$ cat src/rtl/aes_ctr_ctrl_pkg.sv
// Shared definitions for the AES-CTR stream controller.
//   BLK_W        : AES block width (key, nonce and data are all one block wide)
//   DEF_LATENCY  : default core enable-to-valid_out depth minus one
//   state_t      : message sequencer states
package aes_ctr_ctrl_pkg;

    localparam int BLK_W       = 128;
    localparam int DEF_LATENCY = 11;

    typedef enum logic [2:0] {
        S_IDLE      = 3'd0,
        S_CORE_RST  = 3'd1,
        S_KEY_SETUP = 3'd2,
        S_KEY_LOAD  = 3'd3,
        S_WAIT_KEYS = 3'd4,
        S_STREAM    = 3'd5,
        S_DRAIN     = 3'd6,
        S_DONE      = 3'd7
    } state_t;

endpackage

$ cat src/rtl/aes_ctr_out_fifo.sv
// Output FIFO for the AES-CTR controller. Absorbs every core result that is
// already in flight when the downstream consumer stalls.
// Ports:
//   clk, reset            : clock, synchronous active-high reset (clears pointers/count)
//   push, push_data       : write strobe and ciphertext from the core
//   pop                   : consumer ready; an entry leaves when pop && out_valid
//   out_valid, out_data   : head of the queue; out_valid is decoded from the
//                           registered count, so it rises the cycle after a push
//   count                 : current occupancy
//   overflow              : push while full with no pop in the same cycle (data dropped)
module aes_ctr_out_fifo #(
    parameter int DEPTH = 16,
    parameter int WIDTH = 128,
    parameter int CW    = $clog2(DEPTH + 1)
) (
    input  logic             clk,
    input  logic             reset,
    input  logic             push,
    input  logic [WIDTH-1:0] push_data,
    input  logic             pop,
    output logic             out_valid,
    output logic [WIDTH-1:0] out_data,
    output logic [CW-1:0]    count,
    output logic             overflow
);

    localparam int PW = (DEPTH > 1) ? $clog2(DEPTH) : 1;

    logic [WIDTH-1:0] mem [DEPTH];
    logic [PW-1:0]    wr_ptr;
    logic [PW-1:0]    rd_ptr;
    logic [CW-1:0]    cnt;
    logic             full;
    logic             pop_en;
    logic             push_en;

    function automatic logic [PW-1:0] next_ptr(input logic [PW-1:0] p);
        return (p == PW'(DEPTH - 1)) ? '0 : p + PW'(1);
    endfunction

    assign full      = (cnt == CW'(DEPTH));
    assign out_valid = (cnt != '0);
    assign out_data  = mem[rd_ptr];
    assign count     = cnt;

    // A pop frees the head slot in the same cycle, so a push into a full
    // FIFO is legal when it coincides with a pop.
    assign pop_en   = pop && out_valid;
    assign push_en  = push && (!full || pop_en);
    assign overflow = push && full && !pop_en;

    always_ff @(posedge clk) begin
        if (reset) begin
            wr_ptr <= '0;
            rd_ptr <= '0;
            cnt    <= '0;
        end else begin
            if (push_en) wr_ptr <= next_ptr(wr_ptr);
            if (pop_en)  rd_ptr <= next_ptr(rd_ptr);
            case ({push_en, pop_en})
                2'b10:   cnt <= cnt + CW'(1);
                2'b01:   cnt <= cnt - CW'(1);
                default: cnt <= cnt;
            endcase
        end
    end

    // Storage holds data only; pointers alone define validity.
    always_ff @(posedge clk) begin
        if (push_en) mem[wr_ptr] <= push_data;
    end

endmodule

$ cat src/rtl/aes_ctr_stream_ctrl.sv
// Message sequencer around a pipelined AES-CTR core without backpressure.
// One message per accepted cfg_start: reset the core, load the key, wait for
// round-key expansion, then stream cfg_num_blocks blocks. Blocks are issued
// only while the output FIFO can hold every result already in flight.
// Ports:
//   clk, reset                         : clock, synchronous active-high reset
//   cfg_key/cfg_nonce/cfg_num_blocks   : message setup, latched on accepted cfg_start
//   cfg_start                          : start pulse, ignored while busy
//   busy, done, err                    : status (done is a 1-cycle pulse, err sticky)
//   in_valid/in_ready/in_data          : plaintext stream
//   out_valid/out_ready/out_data       : ciphertext stream
//   core_*                             : AES-CTR core control and results
module aes_ctr_stream_ctrl
    import aes_ctr_ctrl_pkg::*;
#(
    parameter int LATENCY     = DEF_LATENCY,
    parameter int FIFO_DEPTH  = 16,
    parameter int KEY_TIMEOUT = 64,
    parameter int CNT_W       = 32
) (
    input  logic             clk,
    input  logic             reset,
    input  logic [BLK_W-1:0] cfg_key,
    input  logic [BLK_W-1:0] cfg_nonce,
    input  logic [CNT_W-1:0] cfg_num_blocks,
    input  logic             cfg_start,
    output logic             busy,
    output logic             done,
    output logic             err,
    input  logic             in_valid,
    output logic             in_ready,
    input  logic [BLK_W-1:0] in_data,
    output logic             out_valid,
    input  logic             out_ready,
    output logic [BLK_W-1:0] out_data,
    output logic             core_reset_n,
    output logic [BLK_W-1:0] core_key,
    output logic [BLK_W-1:0] core_nonce,
    output logic             core_start_key_load,
    output logic             core_enable,
    output logic [BLK_W-1:0] core_plaintext,
    input  logic [BLK_W-1:0] core_ciphertext,
    input  logic             core_valid_out,
    input  logic             core_all_keys_valid
);

    localparam int FCW = $clog2(FIFO_DEPTH + 1);
    localparam int TOW = $clog2(KEY_TIMEOUT + 1);
    localparam logic [FCW:0] CREDIT_LIM = (FCW + 1)'(FIFO_DEPTH);

    if (FIFO_DEPTH < 2) begin : g_depth_chk
        $error("aes_ctr_stream_ctrl: FIFO_DEPTH must be at least 2");
    end
    if (FIFO_DEPTH < LATENCY + 2) begin : g_tput_chk
        $warning("aes_ctr_stream_ctrl: FIFO_DEPTH below LATENCY+2 limits throughput");
    end

    state_t           state;
    state_t           state_nx;
    logic [BLK_W-1:0] key_q;
    logic [BLK_W-1:0] nonce_q;
    logic [CNT_W-1:0] num_q;
    logic [CNT_W-1:0] issued;
    logic [CNT_W-1:0] retired;
    logic [FCW-1:0]   inflight;
    logic [FCW-1:0]   fifo_count;
    logic [TOW-1:0]   to_cnt;
    logic             rst_cnt;
    logic             err_q;

    logic             start_acc;
    logic             credit_ok;
    logic             vld_acc;
    logic             pop;
    logic             fifo_overflow;
    logic             key_timeout;
    logic             core_rst_state;

    assign start_acc = (state == S_IDLE) && cfg_start;

    // Credit covers both queued results and results still inside the core,
    // since the core cannot be stalled once a block has been issued.
    assign credit_ok = ({1'b0, fifo_count} + {1'b0, inflight}) < CREDIT_LIM;

    // Stray core results outside a live stream are never queued.
    assign vld_acc = core_valid_out && ((state == S_STREAM) || (state == S_DRAIN));
    assign pop     = out_valid && out_ready;

    assign key_timeout = (state == S_WAIT_KEYS) && !core_all_keys_valid &&
                         (to_cnt == TOW'(KEY_TIMEOUT - 1));

    assign err            = err_q;
    assign core_key       = key_q;
    assign core_nonce     = nonce_q;
    assign core_plaintext = in_data;
    assign core_reset_n   = !(reset || core_rst_state);

    always_comb begin
        state_nx            = state;
        busy                = (state != S_IDLE);
        done                = 1'b0;
        in_ready            = 1'b0;
        core_enable         = 1'b0;
        core_start_key_load = 1'b0;
        core_rst_state      = 1'b0;
        case (state)
            S_IDLE: begin
                if (cfg_start) state_nx = (cfg_num_blocks == '0) ? S_DONE : S_CORE_RST;
            end
            S_CORE_RST: begin
                core_rst_state = 1'b1;
                if (rst_cnt) state_nx = S_KEY_SETUP;
            end
            S_KEY_SETUP: state_nx = S_KEY_LOAD;
            S_KEY_LOAD: begin
                core_start_key_load = 1'b1;
                state_nx            = S_WAIT_KEYS;
            end
            S_WAIT_KEYS: begin
                if (core_all_keys_valid) state_nx = S_STREAM;
                else if (key_timeout)    state_nx = S_DONE;
            end
            S_STREAM: begin
                in_ready    = credit_ok && (issued < num_q);
                core_enable = in_valid && in_ready;
                if (core_enable && (issued + CNT_W'(1) == num_q)) state_nx = S_DRAIN;
            end
            S_DRAIN: begin
                if (retired == num_q) state_nx = S_DONE;
            end
            S_DONE: begin
                done     = 1'b1;
                state_nx = S_IDLE;
            end
            default: state_nx = S_IDLE;
        endcase
    end

    always_ff @(posedge clk) begin
        if (reset) begin
            state    <= S_IDLE;
            num_q    <= '0;
            issued   <= '0;
            retired  <= '0;
            inflight <= '0;
            to_cnt   <= '0;
            rst_cnt  <= 1'b0;
            err_q    <= 1'b0;
        end else begin
            state <= state_nx;
            if (start_acc) begin
                num_q    <= cfg_num_blocks;
                issued   <= '0;
                retired  <= '0;
                inflight <= '0;
                err_q    <= 1'b0;
            end else begin
                if (core_enable) issued  <= issued + CNT_W'(1);
                if (pop)         retired <= retired + CNT_W'(1);
                case ({core_enable, vld_acc})
                    2'b10:   inflight <= inflight + FCW'(1);
                    2'b01:   inflight <= inflight - FCW'(1);
                    default: inflight <= inflight;
                endcase
                if (key_timeout || fifo_overflow) err_q <= 1'b1;
            end
            // Toggles once inside CORE_RST, giving a two-cycle core reset.
            rst_cnt <= (state == S_CORE_RST) ? ~rst_cnt : 1'b0;
            to_cnt  <= (state == S_WAIT_KEYS) ? to_cnt + TOW'(1) : '0;
        end
    end

    always_ff @(posedge clk) begin
        if (start_acc) begin
            key_q   <= cfg_key;
            nonce_q <= cfg_nonce;
        end
    end

    aes_ctr_out_fifo #(
        .DEPTH (FIFO_DEPTH),
        .WIDTH (BLK_W),
        .CW    (FCW)
    ) u_fifo (
        .clk       (clk),
        .reset     (reset),
        .push      (vld_acc),
        .push_data (core_ciphertext),
        .pop       (out_ready),
        .out_valid (out_valid),
        .out_data  (out_data),
        .count     (fifo_count),
        .overflow  (fifo_overflow)
    );

endmodule

$ cat config.mk
export PLATFORM = sky130hd
export DESIGN_NAME = aes_ctr_stream_ctrl
export DESIGN_NICKNAME = d
export VERILOG_FILES = /design/src/rtl/aes_ctr_ctrl_pkg.sv /design/src/rtl/aes_ctr_out_fifo.sv /design/src/rtl/aes_ctr_stream_ctrl.sv
export SDC_FILE = /design/constraint.sdc
export NUM_CORES = 2
export LEC_CHECK = 0
export CORE_MARGIN = 4
export CORE_UTILIZATION = 55
export CTS_CLUSTER_DIAMETER = 60
export DETAILED_ROUTE_END_ITERATION = 8
export PLACE_DENSITY = 0.83
export SYNTH_ARGS = -nofsm -noshare
export SYNTH_HDL_FRONTEND = slang
export SYNTH_HIERARCHICAL = 1
export SYNTH_SLANG_ARGS = --single-unit
$ cat constraint.sdc
create_clock -name clk -period 23.4 [get_ports clk]
set_input_delay 2.34 -clock clk [delete_from_list [all_inputs] [get_ports clk]]
set_output_delay 2.34 -clock clk [all_outputs]
set_load 0.03 [all_outputs]
==> results_dict.tcl <==
set metrics [dict create \
    outcome "completed" \
    core_um2 169000 \
    grt_pass1_wl_um 403000 \
    synth_cell_type_count 81 \
    crit_arrival_ns 7.24 \
    p_int_w 0.00791 \
    finClkSkew_ns 0.0637 \
    initial_core_util 0.553 \
    grt_antenna_before_repair 59 \
    dieHeight_um 420 \
    ys_seq_area_frac 0.768 \
    syn_inst 4599 \
    final_cell_mix "edfxtp_1, clkdlybuf4s50_1, mux4_2, clkbuf_16, nand2_1" \
    min_period_over_period 0.409 \
    critPathLaunchType "flip-flop" \
    final_common_cell "edfxtp_1" \
    switchingPower_w 0.00298 \
    totalPowerFinal_w 0.0109 \
    drt_iter0_markers 8411 \
    gr-total-overflow 0 \
    post_cts_resized 0 \
    critical_path_class "flip-flop to output port" \
    cp.required_ns 21.06 \
    avgRoutedWirePerCell_um 37.9 \
    regToRegStartpoint "state[0]$_SDFFE_PP0P_" \
    period_needed_ns 9.58 \
    path_clk_slew_ns 0.06 \
    grt_usage 0.326 \
    grt_pass1_vias 52029 \
    hold_class "flip-flop to flip-flop" \
    firstDrtPassIters 7 \
    relSlewSlack 0.181 \
    switching_share 0.273 \
    post_cts_buffers 0 \
    ys_ff_latch 2434 \
    syn_nets 5201 \
    rrSetupSlack_ns 18.23 \
    comb_power_share 0.195 \
    timing.final.ws_setup_ns 13.82 \
    drive_gt1_frac 0.177 \
    grt_max_degree 169 \
    setup_violations 0 \
    syn_area_per_cell_um2 20.3 \
    ant_nets 0 \
    clock_path_buffers 3 \
    r2r_cells 8 \
    pwr_density_cell_nw_per_um2 98.2 \
    fin_tns_setup_ns 0 \
    worstSkewPairLatency_ns 0.88 \
    ys_async_sr_fraction 0 \
    cts-root-buf "clkbuf_16" \
    n_fill_cell 10219 \
    hpwlAfterDp_um 157000 \
    maxSlewViolCount 0 \
    power_frac_seq 0.453 \
    worstHoldStart "rst_cnt$_SDFF_PP0_" \
    cts_buffers 228 \
    io_pins 1071 \
    htreeDepth 4 \
    vias 52644 \
    globalplace.congestion 0.912 \
    r2r_end "u_fifo/mem[6][42]$_DFFE_PP_" \
    power_leakage_nw 34.7 \
    synth-edff-count 2304 \
    hold_violations 0 \
    io_buffers 814 \
    yosys_warnings 6 \
    fmax_mhz 104 \
    tightest_slew_ns 1.23 \
    clock_sinks 2434 \
    whs_path_depth 1 \
    holdPathEnd "rst_cnt$_SDFF_PP0_" \
    rsz0062_at_grt "false" \
    dpl_worst_slack_ns 14.78 \
    cp_max_fo 114 \
    max-vdd-ir-drop_v 0.0000982 \
    wirelength_um 296000 \
    clock_power_share 0.352 \
    cap_viol_max_count 0 \
    die_width_um 420 \
    post-route-drc-count 0 \
    areaGrowthSynthToFinish_pct 18.7 \
    ys.flop_type "edfxtp_1" \
    cts-hold-fix-buffers 0 \
    vias_per_cell 6.74 \
    syn_area_um2 93400 \
    fin_nets 5952 \
    endpoint_kind "output port" \
    row_count 151 \
    cts_tree "yes" \
    dieArea_um2 177000 \
]
power by group through the flow:
stage	Sequential [W]	Combinational, W	Clock, W
after global placement	0.00502	0.00200	0
final	0.00493	0.00212	0.00383
after detailed placement	0.00502	0.00204	0
after global routing	0.00493	0.00222	0.00405
after CTS	0.00493	0.00211	0.00384
after floorplan	0.00509	0.00133	0
worst max path at each step:
stage                              start                    endpoint  slack (ns)  cells after the start
after floorplan           core_valid_out  u_fifo/mem[0][0]$_DFFE_PP_        6.39                      4
after global placement         flip-flop                out_data[31]       14.82                      8
after detailed placement       flip-flop                out_data[45]       14.78                      8
after CTS                      flip-flop                out_data[95]       13.62                      8
after global routing           flip-flop                out_data[10]       13.10                      8
final                          flip-flop                out_data[47]       13.82                      8
registers in the layout (all words and copies together), names as in the netlist, named ones only:
name           count
issued            32
core_key         128
core_nonce       128
u_fifo/wr_ptr      4
u_fifo/mem      2048
retired           32
inflight           5
num_q             32
err                1
u_fifo/count       5
rst_cnt            1
to_cnt             7
state              3
u_fifo/rd_ptr      4
per-layer routing:
metal	GRT usage	wire [um]	vias to the layer above
met4	0.176	19100	26
met1	0.395	91700	26300
met2	0.508	140000	5125
met3	0.120	43600	951
met5	0.0392	999	-
li1	-	-	20242
worst max-delay path: stages (launching register included):
cell and delay, ns:
dfxtp_4 0.92, buf_12 0.73, buf_4 0.85, buf_4 0.97, buf_12 0.62, mux4_2 0.69, a22oi_1 0.26, nand2_1 0.13
clkdlybuf4s50_1 0.73
through the flow:
step | cell area, um^2 | cells | util | hold slack, ns
floorplan | 93400 | 4599 | - | 0.392
global placement | 103000 | 7338 | 0.610 | 0.401
detailed placement | 103000 | 7338 | 0.610 | 0.411
CTS | 111000 | 7769 | 0.655 | 0.419
global route | 111000 | 7799 | 0.656 | 0.434
finish | 111000 | 7811 | 0.656 | 0.416
layout make-up:
cell class / instances / area [um^2] / share of cell area
tap: 2218 / 2780 / 0.0250
antenna: 42 / 105 / 0.000948
clock inverter: 157 / 1690 / 0.0152
multi-input combinational: 1759 / 19600 / 0.177
sequential: 2434 / 71800 / 0.648
timing repair buffer: 877 / 8730 / 0.0787
clock buffer: 274 / 5940 / 0.0536
inverter: 50 / 195 / 0.00176
cell usage after synthesis, drive strengths merged (3+ instances only):
master,count,share of area
a221oi,3,0.00028
nor4b,7,0.00066
a22oi,133,0.011
edfxtp,2304,0.74
o21ai,25,0.0014
nor4,32,0.0026
nand4b,3,0.00035
xor2,38,0.0036
nor2,149,0.0060
xnor2,109,0.010
nand3,37,0.0021
nor3,47,0.0026
nand2b,15,0.0010
a21o,8,0.00064
clkbuf,123,0.0049
mux4,512,0.12
mux2i,27,0.0029
a31oi,7,0.00047
o22ai,102,0.0068
o211ai,6,0.00048
ha,50,0.0067
and3,17,0.0012
a21oi,103,0.0055
and2,13,0.00088
dfxtp,130,0.028
nand2,190,0.0076
buf,233,0.016
or3,11,0.00074
inv,50,0.0020
or4,6,0.00052
or2,5,0.00036
nand4,37,0.0030
and4,19,0.0018
nor2b,12,0.00080
kinds of logic (layout without fill, tap and decap cells):
family | count (synthesis) | count (layout) | synth area share
AOI/OAI and AO/OA | 410 | 410 | 0.0286
and+or+nand+nor | 610 | 610 | 0.0332
adders and majority gates | 51 | 51 | 0.00691
buffers and inverters | 406 | 1358 | 0.0228
other | 0 | 42 | 0
DFF | 2434 | 2434 | 0.768
muxes | 541 | 541 | 0.127
xor gates and xnor gates | 147 | 147 | 0.0138
No activity file was read; power rests on OpenSTA's default activity.
